<file path="src/rtl/fir_feeder_pkg.sv">
// Shared types and defaults for the FIR sample feeder.
// Holds the pacing FSM state encoding and a saturating counter helper.
package fir_feeder_pkg;

   localparam int SAMPLE_W           = 16;
   localparam int DEFAULT_SAMPLE_DIV = 1134;
   localparam int DEFAULT_DEPTH      = 16;
   localparam int DEFAULT_CNT_W      = 32;

   typedef enum logic [1:0] {
      IDLE     = 2'd0,
      RUN      = 2'd1,
      WAIT_RFD = 2'd2
   } feeder_state_t;

   function automatic logic [15:0] sat_inc16(input logic [15:0] v);
      return (v == 16'hFFFF) ? v : v + 16'd1;
   endfunction

endpackage

</file>
<file path="src/rtl/fir_sample_fifo.sv">
// Synchronous sample FIFO with registered pointers and occupancy count.
// Push is ignored when full and pop is ignored when empty; there is no bypass path.
module fir_sample_fifo #(
   parameter int SAMPLE_W = fir_feeder_pkg::SAMPLE_W,
   parameter int DEPTH    = fir_feeder_pkg::DEFAULT_DEPTH
) (
   input  logic                i_clk,
   input  logic                i_rst,
   input  logic                i_push,
   input  logic [SAMPLE_W-1:0] i_push_data,
   input  logic                i_pop,
   output logic                o_full,
   output logic                o_empty,
   output logic [SAMPLE_W-1:0] o_head
);

   localparam int AW = (DEPTH > 1) ? $clog2(DEPTH) : 1;
   localparam logic [AW:0] FULL_CNT = (AW + 1)'(DEPTH);

   logic [SAMPLE_W-1:0] r_mem [DEPTH];
   logic [AW-1:0]       r_wr_ptr;
   logic [AW-1:0]       r_rd_ptr;
   logic [AW:0]         r_count;
   logic                w_push;
   logic                w_pop;

   assign o_full  = (r_count == FULL_CNT);
   assign o_empty = (r_count == '0);
   assign o_head  = r_mem[r_rd_ptr];
   assign w_push  = i_push && !o_full;
   assign w_pop   = i_pop && !o_empty;

   // Storage is not reset; validity is tracked entirely by r_count.
   always_ff @(posedge i_clk) begin
      if (w_push) begin
         r_mem[r_wr_ptr] <= i_push_data;
      end
   end

   always_ff @(posedge i_clk) begin
      if (i_rst) begin
         r_wr_ptr <= '0;
         r_rd_ptr <= '0;
         r_count  <= '0;
      end else begin
         if (w_push) begin
            r_wr_ptr <= r_wr_ptr + AW'(1);
         end
         if (w_pop) begin
            r_rd_ptr <= r_rd_ptr + AW'(1);
         end
         case ({w_push, w_pop})
            2'b10:   r_count <= r_count + (AW + 1)'(1);
            2'b01:   r_count <= r_count - (AW + 1)'(1);
            default: r_count <= r_count;
         endcase
      end
   end

endmodule

</file>
<file path="src/rtl/fir_sample_feeder.sv">
// Paces buffered audio samples into the FIR din/rfd port, one per sample period.
// Build option FEEDER_HOLD_LAST_EN: on underrun repeat the last emitted sample instead of 0.
//
// state    | meaning
// IDLE     | pacing stopped, tick counter held at 0
// RUN      | counting the sample period, emit on tick when rfd is high
// WAIT_RFD | a tick is pending, emit on the first cycle rfd is high
module fir_sample_feeder #(
   parameter int SAMPLE_W   = fir_feeder_pkg::SAMPLE_W,
   parameter int DEPTH      = fir_feeder_pkg::DEFAULT_DEPTH,
   parameter int SAMPLE_DIV = fir_feeder_pkg::DEFAULT_SAMPLE_DIV,
   parameter int CNT_W      = fir_feeder_pkg::DEFAULT_CNT_W
) (
   input  logic                clk,
   input  logic                rst,
   input  logic                enable,
   input  logic [SAMPLE_W-1:0] s_data,
   input  logic                s_valid,
   output logic                s_ready,
   input  logic                rfd,
   output logic [SAMPLE_W-1:0] din,
   output logic                din_valid,
   output logic                underrun,
   output logic                late,
   output logic [CNT_W-1:0]    samples_sent,
   output logic [15:0]         underrun_cnt
);

   import fir_feeder_pkg::*;

   localparam int DIV_W = (SAMPLE_DIV > 1) ? $clog2(SAMPLE_DIV) : 1;
   localparam logic [DIV_W-1:0] DIV_LAST = DIV_W'(SAMPLE_DIV - 1);

   feeder_state_t       r_state;
   feeder_state_t       w_state_nxt;
   logic [DIV_W-1:0]    r_count;
   logic [DIV_W-1:0]    w_count_nxt;
   logic                w_tick;
   logic                w_emit;
   logic                w_set_late;
   logic                w_full;
   logic                w_empty;
   logic                w_push;
   logic [SAMPLE_W-1:0] w_head;

   logic [SAMPLE_W-1:0] r_din;
   logic                r_din_valid;
   logic                r_underrun;
   logic                r_late;
   logic [CNT_W-1:0]    r_samples_sent;
   logic [15:0]         r_underrun_cnt;

   assign s_ready = !w_full && !rst;
   assign w_push  = s_valid && s_ready;
   assign w_tick  = (r_state != IDLE) && (r_count == DIV_LAST);

   fir_sample_fifo #(
      .SAMPLE_W (SAMPLE_W),
      .DEPTH    (DEPTH)
   ) u_fifo (
      .i_clk       (clk),
      .i_rst       (rst),
      .i_push      (w_push),
      .i_push_data (s_data),
      .i_pop       (w_emit),
      .o_full      (w_full),
      .o_empty     (w_empty),
      .o_head      (w_head)
   );

   always_ff @(posedge clk) begin
      if (rst) begin
         r_state <= IDLE;
         r_count <= '0;
      end else begin
         r_state <= w_state_nxt;
         r_count <= w_count_nxt;
      end
   end

   always_comb begin
      w_state_nxt = r_state;
      w_count_nxt = r_count;
      w_emit      = 1'b0;
      w_set_late  = 1'b0;
      if (!enable) begin
         w_state_nxt = IDLE;
         w_count_nxt = '0;
      end else begin
         case (r_state)
            IDLE: begin
               w_state_nxt = RUN;
               w_count_nxt = '0;
            end
            RUN: begin
               w_count_nxt = w_tick ? '0 : r_count + DIV_W'(1);
               if (w_tick) begin
                  if (rfd) begin
                     w_emit = 1'b1;
                  end else begin
                     w_state_nxt = WAIT_RFD;
                  end
               end
            end
            WAIT_RFD: begin
               // A second tick while waiting merges into the pending emit.
               w_count_nxt = w_tick ? '0 : r_count + DIV_W'(1);
               w_set_late  = w_tick;
               if (rfd) begin
                  w_emit      = 1'b1;
                  w_state_nxt = RUN;
               end
            end
            default: begin
               w_state_nxt = IDLE;
               w_count_nxt = '0;
            end
         endcase
      end
   end

   always_ff @(posedge clk) begin
      if (rst) begin
         r_din          <= '0;
         r_din_valid    <= 1'b0;
         r_underrun     <= 1'b0;
         r_late         <= 1'b0;
         r_samples_sent <= '0;
         r_underrun_cnt <= '0;
      end else begin
         r_din_valid <= w_emit;
         r_late      <= r_late | w_set_late;
         if (w_emit) begin
            r_samples_sent <= r_samples_sent + CNT_W'(1);
            if (!w_empty) begin
               r_din <= w_head;
            end else begin
               r_underrun     <= 1'b1;
               r_underrun_cnt <= sat_inc16(r_underrun_cnt);
`ifdef FEEDER_HOLD_LAST_EN
               r_din          <= r_din;
`else
               r_din          <= '0;
`endif
            end
         end
      end
   end

   assign din          = r_din;
   assign din_valid    = r_din_valid;
   assign underrun     = r_underrun;
   assign late         = r_late;
   assign samples_sent = r_samples_sent;
   assign underrun_cnt = r_underrun_cnt;

endmodule

</file>
<file path="config.mk">
export PLATFORM = sky130hd
export DESIGN_NAME = fir_sample_feeder
export DESIGN_NICKNAME = d
export VERILOG_FILES = /design/src/rtl/fir_feeder_pkg.sv /design/src/rtl/fir_sample_fifo.sv /design/src/rtl/fir_sample_feeder.sv
export SDC_FILE = /design/constraint.sdc
export NUM_CORES = 1
export LEC_CHECK = 0
export CAP_MARGIN = 5
export CORE_MARGIN = 4
export CORE_UTILIZATION = 35
export DETAILED_ROUTE_END_ITERATION = 16
export SETUP_SLACK_MARGIN = 0.5
export SLEW_MARGIN = 0
export SYNTH_ARGS = -nofsm -noshare
export SYNTH_HDL_FRONTEND = slang
export SYNTH_SLANG_ARGS = --single-unit
</file>
<file path="constraint.sdc">
create_clock -name clk -period 7.8 [get_ports clk]
set_clock_uncertainty 0.05 [all_clocks]
set_input_delay 1.56 -clock clk [delete_from_list [all_inputs] [get_ports clk]]
set_output_delay 1.56 -clock clk [all_outputs]
set_load 0.03 [all_outputs]
</file>
# == Word-level counts from Yosys, hierarchy flattened ==
# Memory sizes are Yosys's and may differ from the RTL's. A register that Yosys moved wholly into a read port is not among the register bits.
# Index checks and enable logic that the tools add are counted.
# word_totals
reg_bits,93
mem_count,1
inputBits,21
out_inout_bits,68
mem_bits_rw,256
# classes
bitwise,4
mux,16
add_sub_neg,7
eq_ne,10
reduce_logical,18
# memory_table
name,words,width,read_ports,rd_ports_with_merged_regs,wr,line_no,source
u_fifo.r_mem,16,16,1,1,1,fir_sample_fifo.sv:20,logic [SAMPLE_W-1:0] r_mem [DEPTH];
# op_table
operator,count
"adder 32 x 1 -> 32 bit, second input constant",1
"adder 16 x 1 -> 16 bit, second input constant",1
"equality test 16 bit, second input constant",1
two-way mux 16 bit,1
"adder 11 x 1 -> 11 bit, second input constant",1
"equality test 11 bit, second input constant",1
one-hot mux 5 bit (2 select lines),1
"adder 4 x 1 -> 4 bit, second input constant",2
two-way mux 4 bit,2
two-way mux 1 bit,7
two-way mux 2 bit,3
"inequality test 2 bit, second input constant",3
one-hot mux 2 bit (3 select lines),1
AND reduction 3 bit,2
"adder 5 x 1 -> 5 bit, second input constant",1
"equality test 5 bit, second input constant",1
logical AND 1 bit,5
logical NOT 5 bit,1
"subtractor 5 x 1 -> 5 bit, second input constant",1
"equality test 2 x 1 -> 1 bit, second input constant",2
"equality test 2 bit, second input constant",2
nonzero test 2 bit,2
OR reduction 2 bit,2
OR reduction 4 bit,1
other kinds (6),10

# == Logic depth before layout (Yosys ltp) ==
# Gate-level depths: netlist of run 1.
# logic_depth
word_depth,8
mapped_depth,15
depth_no_buf,13

# == Hierarchy ==
# A second synthesis of run 1 with hierarchy kept.
# hier_totals
hier_cells,961
area_unflattened_um2,14438.8
# modules_own_cells
module,instances,seq_area_each_um2,area_each_um2,cells_each
fir_sample_fifo,1,8027.7,10650.2,525
fir_sample_feeder,1,1601.5,3788.6,436

# == Worst setup path after synthesis of run 1 ==
# No wires, ideal clock.
# synth_timing
path_type,in2reg
startpoint,in enable
endpoint,reg u_fifo.r_count[4]
arrival_ps,4265
stages,12
path_buffers,2
setup_slack_ps,3361
path_cell_list,nand3_1 nor3_1 clkbuf_1 ha_1 clkbuf_1 xor2_1 ha_1 a21oi_1 nand3b_1 o22ai_1 o32ai_1 mux2_1
# synth_via
elab_chain_len,4
word_cells_on_any_way,6
# synth_rtl
item,line_no,source
start: declaration,fir_sample_feeder.sv:16,"input logic enable,"
two-way mux 1 bit *,fir_sample_feeder.sv:86,if (!enable) begin
logical AND 1 bit *,fir_sample_fifo.sv:31,assign w_pop = i_pop && !o_empty;
net u_fifo.w_pop,fir_sample_fifo.sv:25,logic w_pop;
equality test 2 x 1 -> 1 bit or equality test 2 bit (tied branches),fir_sample_fifo.sv:52,"case ({w_push, w_pop})"
one-hot mux 5 bit (2 select lines) or nonzero test 2 bit (tied branches),-,
end signal: assignment,fir_sample_fifo.sv:53,2'b10: r_count <= r_count + (AW + 1)'(1);
end signal: assignment,fir_sample_fifo.sv:54,2'b01: r_count <= r_count - (AW + 1)'(1);
end signal: assignment,fir_sample_fifo.sv:55,default: r_count <= r_count;
end: declaration,fir_sample_fifo.sv:23,logic [AW:0] r_count;
# Mark *: on every way through the listed nets, which the timed path passes. The rest lies on a longest branch.
# A chain may end at the register's enable or synchronous reset.

# == Worst setup path in the final report of run 1 ==
# layout_timing
startpoint,in enable
endpoint,reg u_fifo.r_count[4]
# layout_via
elab_chain_len,4
word_cells_on_any_way,6
# layout_rtl
item,line_no
two-way mux 1 bit *,fir_sample_feeder.sv:86
logical AND 1 bit *,fir_sample_fifo.sv:31
equality test 2 x 1 -> 1 bit or equality test 2 bit (tied branches),fir_sample_fifo.sv:52
one-hot mux 5 bit (2 select lines) or nonzero test 2 bit (tied branches),-
# Every way passes the cells marked *; elsewhere a longest branch is shown, timed or not.

==> results of run 1 <==
## state kept, by name, indices dropped and copies added (netlist names), named ones only
name	cells
u_fifo.r_rd_ptr	4
u_fifo.r_mem	256
din	16
underrun	1
din_valid	1
u_fifo.r_count	5
u_fifo.r_wr_ptr	4
underrun_cnt	16
samples_sent	32
r_state	2
r_count	11
late	1
## cells in the mapped netlist, drive strengths merged, types with 2 or more instances
cell type	instances
and3	14
buf	19
edfxtp	256
dfxtp	97
a41oi	2
nor3b	2
ha	15
and4	9
nand3b	2
nor2b	2
nand4	20
a21oi	10
o21ai	4
and2	6
o22ai	2
nand2b	8
nor3	9
mux4	80
o31ai	3
xor2	40
a22oi	16
mux2i	2
nor2	106
nor4	14
nand3	20
clkbuf	24
or3	2
nand2	36
inv	11
xnor2	25
## cells by family (layout without fill, tap and decap cells)
logic type | after synthesis | after routing | share of synthesized area (%)
flops | 353 | 353 | 68.2
compound gates | 45 | 45 | 2.32
mux | 83 | 83 | 13.0
buf+inv | 54 | 175 | 1.60
xor+xnor | 65 | 65 | 4.03
fa+ha+maj | 15 | 15 | 1.33
simple gates | 256 | 256 | 9.51
## report_power, final
group	leakage (nW)	internal [mW]	total [mW]	switching, mW
clock	0.562	0.971	1.69	0.717
sequential	3.09	2.02	2.03	0.00471
combinational	1.53	0.0260	0.0761	0.0501
## worst min path at each step
stage | from | to | slack [ns] | cells after the start
CTS | underrun$_SDFFE_PP0P_ | underrun$_SDFFE_PP0P_ | 0.43 | 2
global placement | underrun$_SDFFE_PP0P_ | underrun$_SDFFE_PP0P_ | 0.40 | 2
global route | r_count[0]$_SDFF_PP0_ | r_count[0]$_SDFF_PP0_ | 0.46 | 1
floorplan | r_count[0]$_SDFF_PP0_ | r_count[0]$_SDFF_PP0_ | 0.39 | 1
detailed placement | underrun$_SDFFE_PP0P_ | underrun$_SDFFE_PP0P_ | 0.41 | 2
finish | r_count[0]$_SDFF_PP0_ | r_count[0]$_SDFF_PP0_ | 0.42 | 1
## stage by stage
step           cells  utilization (%)  hold WS, ns
3_5_place_dp    1449             39.1        0.415
2_1_floorplan    871                -        0.391
6_report        1517             42.1        0.421
4_1_cts         1517             42.1        0.431
5_1_grt         1517             42.1        0.463
3_3_place_gp    1449             39.1        0.402
## per-layer routing
layer / GRT usage (%) / part of all wire [%]
met1: 21.1 / 50
met2: 19.2 / 43
met3: 2.91 / 5.7
met4: 2.90 / 1.6
met5: 0 / 0
## final cells by class
class / count / area share, %
multi-input cells: 464 / 25.8
inverters: 11 / 0.246
clock inverters: 20 / 1.06
well taps: 525 / 3.92
clock buffers: 48 / 5.89
repair buffers: 96 / 5.60
flip-flops and latches: 353 / 57.5
==> run summary, run 1 <==
* net count of the finished layout: 999
* outcome: completed
* worst slack after detailed placement: 2.60 ns
* final number of hold-violating endpoints: 0
* total standard cell area after synthesis: 14,100 um^2
* initial antenna violation count: 0
* proportion of netlist area held by the largest area contributor: 54.5%
* H-tree level count: 2
* total global-route track usage: 13.4%
* total via count after detailed routing: 7,721
* Std-Cell Rows: 73
* Buf+Inv Stages, Crit Path: 2
* count of final max-slew check failures: 0
* total CTS buffers: 37
* critical path startpoint category: primary input
* number of distinct library cell variants in the gate-level netlist after synthesis: 50
* core area: 39,800 um^2
* Final HPWL DP: 18,900 um
* Ports: 89
* CTS max path bufs: 3
* Routed WL: 29,800 um
* Power Total: 3.79 mW
* data required time of the critical path: 8.16 ns
* Max-Cap Viols: 0
* DR DRC count: 0
* FMAX: 214 MHz
* data arrival at the endpoint of the critical path: 5.04 ns
* number of global-route vias before repair: 7,619
* post-synthesis sequential area ratio: 68.2%
* RSZ-0062 raised after global routing: false
* power density relative to cell area: 226 nW/um^2
* Post CTS Setup Buffer Count: 0
* final setup TNS: 0 ns
* post-synthesis cell type with the largest combined area: edfxtp_1
* signed area change from the synthesized netlist to the final layout: 18.7%
* time the worst path needs with I/O delays and setup: 4.68 ns
* Synth Net Count: 907
* number of clock sinks: 353
* cell count after synthesis: 871
* Area contributors post-synth: edfxtp_1 (54%), dfxtp_1 (14%), mux4_2 (13%)
* remaining max-slew budget at the tightest pin: 28.7%
* pin count of the biggest net entering global routing: 91
* TritonCTS clock tree: done
* routability congestion estimate from global placement: 0.810
* Post-CTS Hold Fix Bufs: 0
* transition time at the pin with the least slew margin: 1.07 ns
* count of buffers inserted at the top-level ports: 88
* worst reg2reg setup slack: 3.84 ns
* Max Fanout on Critical Path: 21
* area of the multi-input gates: 4320 um^2
* post-synthesis area per instance: 16.2 um^2
* number of nets with antenna violations after detailed routing: 0
* iteration count of the initial detailed-routing pass: 4
* post-synthesis sequential element count: 353
* reg-to-reg startpoint: r_state[1]$_SDFFE_PP0P_
* Worst Setup SP: enable
* Filler cells: 3,606
* Final Cell Area: 16,800 um^2
* critical path's top delay family: buffers and inverters
* most common library cell in the layout ignoring fill and taps: edfxtp_1
* effective utilization at floorplan: 35.4%
* number of vias per cell after detailed routing: 5.09
* clock insertion delay at the later pin of the skew report: 0.53 ns
* fraction of final layout cells with drive strength greater than 1: 17.7%
* endpoint of the most critical setup path: u_fifo.r_count[4]$_SDFFE_PP0P_
* wire length of the first global-routing pass: 46,100 um
* post-synthesis async set-or-reset flop share: 0%
* number of gates resized after cts: 0
* diodes inserted: 0
* LEAKAGE: 5.19 nW
* detail-routed net length per standard cell: 19.7 um
* commonest cells after routing, fill and taps aside: edfxtp_1 (256), dfxtp_1 (95), nor2_1 (94), clkdlybuf4s50_1 (87), mux4_2 (80)
* floorplan die area: 43,600 um^2
* stages on the worst setup path: 12
* CP Class: primary input to flop
* commonest register cell after synthesis: edfxtp_1
* sequence of cells on the critical path: clkdlybuf4s50_1 > nand3_1 > nor3_2 > buf_4 > ha_1 > xor2_1 > ha_1 > a21oi_1 > nand3b_1 > o22ai_1 > o32ai_1 > mux2_1
* critical path capture point type: flop
* least setup slack across all paths after layout: 3.12 ns
* Tightest Hold Check Type: flop to flop
* depth of the worst register-to-register path: 14
* Die X: 209 um
* clock root buffer master: clkbuf_16
* Post-synth EDFFs: 256
* Yosys warnings: 0
* longest individual stage delay on the worst path: 0.57 ns
* first-iteration detailed-routing DRC count: 624
* footprint of the flip-flops and latches: 9630 um^2
* Reg clk slew, reported paths: 0.06 ns
* reg-to-reg endpoint: u_fifo.r_count[4]$_SDFFE_PP0P_
* Max stage delay cell, worst path: clkdlybuf4s50_1
* number of failing setup endpoints in the final timing report: 0
* Period Utilization, post-route: 59.9%
* most frequent cell on the critical path: ha_1
* Cell Area, Placed: 15,600 um^2
* Max rail drop VDD: 137 uV
* Die Y-Extent: 209 um
* total congestion overflow: 0
Power figures use the tool's default switching activity.
==> inputs of run 2 (changes only) <==
clock period = 4.24 ns   (was 7.8 ns; I/O delays follow)
==> run 2 against run 1 <==
  * Power grew 88%
  * Combinational power increased by 85%
  * Hold slack better by 0.0073 ns
  * Clock power increased by 93%
  * Critical endpoint is now s_ready
==> run summary, run 2 (synthesized netlist as in run 1, its figures left out) <==
* post-layout util: 42.8%, was 42.1%
* Power Total: 7.14 mW, was 3.79 mW
* net count of the finished layout: 1,022, was 999
* transition time at the pin with the least slew margin: 1.18 ns, was 1.07 ns
* Ports: 89, unchanged
* critical path's top delay family: buffers and inverters, unchanged
* number of vias per cell after detailed routing: 5.07, was 5.09
* Die Y-Extent: 209 um, unchanged
* outcome: completed, unchanged
* H-tree level count: 2, unchanged
* Reg clk slew, reported paths: 0.06 ns, about the same
* time the worst path needs with I/O delays and setup: 3.35 ns
* DR DRC count: 0, unchanged
* FMAX: 299 MHz
* remaining max-slew budget at the tightest pin: 21.5%, was 28.7%
* total global-route track usage: 14.0%, was 13.4%
* Filler cells: 3,631, was 3,606
* Clock Power Share: 45.9%, was 44.5%
* CP Class: primary input to output port, was primary input to flop
* longest individual stage delay on the worst path: 0.75 ns, was 0.57 ns
* Max stage delay cell, worst path: buf_4, was clkdlybuf4s50_1
* Final HPWL DP: 18,500 um, was 18,900 um
* Hold Crit Start: r_count[0]$_SDFF_PP0_, unchanged
* Max rail drop VDD: 234 uV, was 137 uV
* number of global-route vias before repair: 7,761, was 7,619
* Routed WL: 31,200 um, was 29,800 um
* net switching fraction of the power: 20.1%, was 20.4%
* final number of hold-violating endpoints: 0, unchanged
* data required time of the critical path: 3.34 ns, was 8.16 ns
* flip-flop count of the largest register after layout: 256, unchanged
* number of gates resized after cts: 0, unchanged
* LEAKAGE: 5.37 nW, was 5.19 nW
* Std-Cell Rows: 73, unchanged
* register share of total power: 52.2%, was 53.5%
* Post CTS Setup Buffer Count: 0, unchanged
* detail-routed net length per standard cell: 20.3 um, was 19.7 um
* clock insertion delay at the later pin of the skew report: 0.54 ns, was 0.53 ns
* most frequent cell on the critical path: buf_4, was ha_1
* Max Fanout on Critical Path: 89, was 21
* power density relative to cell area: 419 nW/um^2, was 226 nW/um^2
* routability congestion estimate from global placement: 0.773, was 0.810
* part of the total power dissipated in combinational logic: 2.0%, about the same
* register with the most flip-flops: u_fifo.r_mem, unchanged
* total congestion overflow: 0, unchanged
* Max-Cap Viols: 0, unchanged
* number of clock sinks: 353, unchanged
* RSZ-0062 raised after global routing: false, unchanged
* total via count after detailed routing: 7,805, was 7,721
* Die X: 209 um, unchanged
* initial antenna violation count: 0, unchanged
* wire length of the first global-routing pass: 47,600 um, was 46,100 um
* switching power total: 1.44 mW, was 772 uW
* Tightest Hold Check Type: flop to flop, unchanged
* Buf+Inv Stages, Crit Path: 3, was 2
* CTS max path bufs: 3, unchanged
* P_int: 5.70 mW, was 3.02 mW
* critical path capture point type: output port, was flop
* reg-to-reg startpoint: r_state[0]$_SDFFE_PP0P_, was r_state[1]$_SDFFE_PP0P_
* core area: 39,800 um^2, unchanged
* first-iteration detailed-routing DRC count: 613, was 624
* pin count of the biggest net entering global routing: 90, was 91
* iteration count of the initial detailed-routing pass: 5, was 4
* count of buffers inserted at the top-level ports: 88, unchanged
* floorplan die area: 43,600 um^2, unchanged
* TritonCTS clock tree: done, unchanged
* number of failing setup endpoints in the final timing report: 0, unchanged
* final setup TNS: 0 ns, unchanged
* effective utilization at floorplan: 35.4%, unchanged
* count of final max-slew check failures: 0, unchanged
* fraction of final layout cells with drive strength greater than 1: 20.0%, was 17.7%
* signed area change from the synthesized netlist to the final layout: 20.8%, was 18.7%
* sequence of cells on the critical path: buf_4 > buf_4 > a21oi_1 > clkdlybuf4s50_1, was clkdlybuf4s50_1 > nand3_1 > nor3_2 > buf_4 > ha_1 > xor2_1 > ha_1 > a21oi_1 > nand3b_1 > o22ai_1 > o32ai_1 > mux2_1
* critical path startpoint category: primary input, unchanged
* Period Utilization, post-route: 78.9%
* Post-CTS Hold Fix Bufs: 0, unchanged
* clock root buffer master: clkbuf_16, unchanged
* data arrival at the endpoint of the critical path: 2.45 ns, was 5.04 ns
* most common library cell in the layout ignoring fill and taps: edfxtp_1, unchanged
* commonest cells after routing, fill and taps aside: edfxtp_1 (256), dfxtp_1 (95), nor2_1 (94), clkdlybuf4s50_1 (87), mux4_2 (80), unchanged
* Worst Setup SP: rst, was enable
* number of nets with antenna violations after detailed routing: 0, unchanged
* total CTS buffers: 37, unchanged
==> run 2: changes by cell type in the layout (fill, tap and decap cells not counted), sizes merged <==
cell | before | now
buf | 9 | 32
clkbuf | 48 | 53
clkinv | 12 | 9
inv | 14 | 13
clkinvlp | 3 | 1
diode | 0 | 1
==> run 2: per-stage QoR <==
step                      hold slack, ns  cells  area [um^2]  setup WS (ns)
after floorplan                    0.391    871        14100          0.536
after global placement             0.402   1472        15800          0.664
after detailed placement           0.422   1472        15800          0.555
after CTS                          0.436   1539        17100          0.850
after global routing               0.462   1539        17100          0.613
final                              0.429   1540        17100          0.895
==> run 2: cell type report <==
cell class	count	area (um^2)	area share [%]
Inverter	11	41.3	0.242
Antenna cell	1	2.50	0.0147
Sequential cell	353	9630	56.5
Multi-Input combinational cell	464	4320	25.3
Tap cell	525	657	3.85
Clock buffer	53	1100	6.43
Clock inverter	14	145	0.851
Timing Repair Buffer	119	1160	6.81
==> run 2: worst reg2reg max path, delay by kind of cell (launching register included) <==
kind	cells	cell delay [ns]
compound gates	4	0.84
simple gates	3	0.81
fa+ha+maj	3	0.64
flops	1	0.35
mux	1	0.35
buf+inv	1	0.08
xor+xnor	1	0.08
==> run 2: per-layer routing <==
layer	vias up	share of wire [%]	track usage, %
met5	-	0	0
met4	0	2.2	3.67
met3	52	5.6	2.67
met2	205	46	22.0
met1	3957	46	20.3
li1	3591	-	-
==> run 2: worst paths after layout <==
kind	end	slack (ns)	depth (start not counted)
worst max-delay path	s_ready	0.89	4
worst min-delay path	r_count[0]$_SDFF_PP0_	0.43	1
worst max register to register	u_fifo.r_count[4]$_SDFFE_PP0P_	0.92	13
worst min register to register	r_count[0]$_SDFF_PP0_	0.43	1
==> run 2: power by group through the flow <==
stage | clock network, mW | logic (mW) | registers, mW
CTS | 3.36 | 0.143 | 3.72
finish | 3.27 | 0.141 | 3.73
detailed placement | 0 | 0.142 | 3.80
global placement | 0 | 0.139 | 3.80
floorplan | 0 | 0.0622 | 3.80
global route | 3.50 | 0.156 | 3.72
==> RTL change (config.mk and constraints of run 1) <==
The option `FEEDER_HOLD_LAST_EN` is turned on by a define.
--- a/src/rtl/fir_sample_feeder.sv
+++ b/src/rtl/fir_sample_feeder.sv
@@ -7,2 +7,4 @@
 // WAIT_RFD | a tick is pending, emit on the first cycle rfd is high
+`define FEEDER_HOLD_LAST_EN
+
 module fir_sample_feeder #(
Behaviour: no difference found for any inputs over 4 cycles, from zero or initial values and one cycle with rst high; that may be too few to reach the edited logic, so the function may still have changed.
==> RTL change against run 1 <==
  * Worst setup slack gained 52 ps
  * Final cell count increased by 4.5%
  * Design area grew 0.14%
  * Via count rose by 6.7%
  * Routed wire length increased by 5.5%
  * Highest routed layer unchanged
  * Total power increased by 1.2%
  * Sequential cell count shrank 4
  * Non-clock buffer count up 4
  * Synthesized area decreased by 0.22%
  * Hold slack worse by 18 ps
  * Die area is 0.21% lower
==> RTL change: results (changes against run 1) <==
status: "finished clean"
grtUsageMet3: 0.0264  # -0.00270
stdcell_count: 1585  # +4.5%
peakVddDrop_mv: 0.166  # +21%
holdPathStages: 2  # +1
internal_power_uw: 3060  # +1.4%
drtPass1Iterations: 5  # +1
max_stage_delay_ps: 560
worst_ep_arrival_time_ps: 5030  # about the same
timing.max_slew.rel_slack: 0.228  # -0.0585
worstHoldStart: "din[4]$_SDFFE_PP0P_"
ant_nets: 0  # unchanged
grt.total_usage: 0.142  # +0.00806
synth-seq-area-share: 0.678  # -0.00417
place_inst: 1518  # +4.8%
grt_pass1_vias: 8194  # +7.5%
avgViaCountPerCell: 5.20  # +2.1%
ys_types: 52  # +4.0%
drtIter0Drc: 656  # +5.1%
synth_cells: 943  # +8.3%
syn_nets: 981  # +8.2%
hpwl_um: 19000  # +0.45%
worstPathMaxFanout: 19  # -9.5%
grtUsageMet1: 0.201  # -0.00996
use_met2: 0.227  # +0.0353
drive_above_1_share: 0.150  # -0.0274
dr_wl_met2_um: 14700  # +15%
wl_met1_um: 14600  # -1.7%
grt_pass1_wl_um: 48600  # +5.5%
finish.net_count: 1071  # +7.2%
cts_buffers: 38  # +2.7%
netlist_top_cells_area: "edfxtp_1, dfxtp_1, mux4_2"
dr_wl_met3_um: 1590  # -7.2%
dp_slack_ps: 2660  # +57.1 ps
clk_latency_ps: 550  # +20 ps
leakagePower_uw: 0.00514  # -0.96%
synthTopCellsByCount: "edfxtp_1, dfxtp_1, nand2_1"
reg2reg_depth: 12  # -2
routabilityCongestion: 0.769  # -5.0%
[RTL change: per-stage QoR]
| step | util | area [µm²] |
|---|---|---|
| after floorplan | - | 14100 |
| after detailed placement | 0.392 | 15600 |
| final | 0.422 | 16800 |
| after global routing | 0.422 | 16800 |
| after CTS | 0.422 | 16800 |
| after global placement | 0.392 | 15600 |
[RTL change: path summary, 6_finish.rpt]
check	end	slack, ps
max	u_fifo.r_count[4]$_SDFFE_PP0P_	3180
min	din[4]$_SDFFE_PP0P_	400
max reg2reg	u_fifo.r_count[4]$_SDFFE_PP0P_	3840
min reg2reg	din[4]$_SDFFE_PP0P_	400
[RTL change: power groups by stage]
stage          combinational, µW  clock, µW  sequential [µW]
2_1_floorplan               33.1          0             2040
3_3_place_gp                76.6          0             2040
6_report                    77.7       1750             2000
3_5_place_dp                78.4          0             2040
4_1_cts                     78.9       1800             2000
5_1_grt                     85.5       1870             2000
[RTL change: kinds of logic after synthesis]
kind of cell / Yosys count / share of synthesized area
DFF: 349 / 0.678
and+or+nand+nor: 264 / 0.0941
AOI/OAI and AO/OA: 140 / 0.0647
muxes: 70 / 0.107
buffers and inverters: 68 / 0.0189
xor gates and xnor gates: 35 / 0.0218
adders and majority gates: 17 / 0.0156
[RTL change: critical path: cells and delay by family]
| kind | cells | cell delay [ps] |
|---|---|---|
| AND/OR/NAND/NOR | 5 | 1350 |
| buffers and inverters | 4 | 1110 |
| adder cells (fa/ha/maj) | 2 | 650 |
| AO/OA/AOI/OAI | 3 | 320 |
[RTL change: layout make-up]
cell class / count / area, µm²
Timing Repair Buffer: 100 / 966
Tap cell: 525 / 657
Fill cell: 3578 / 23000
Multi-Input combinational cell: 526 / 4330
Clock buffer: 48 / 988
Inverter: 18 / 67.6
Sequential cell: 349 / 9550
Clock inverter: 19 / 216
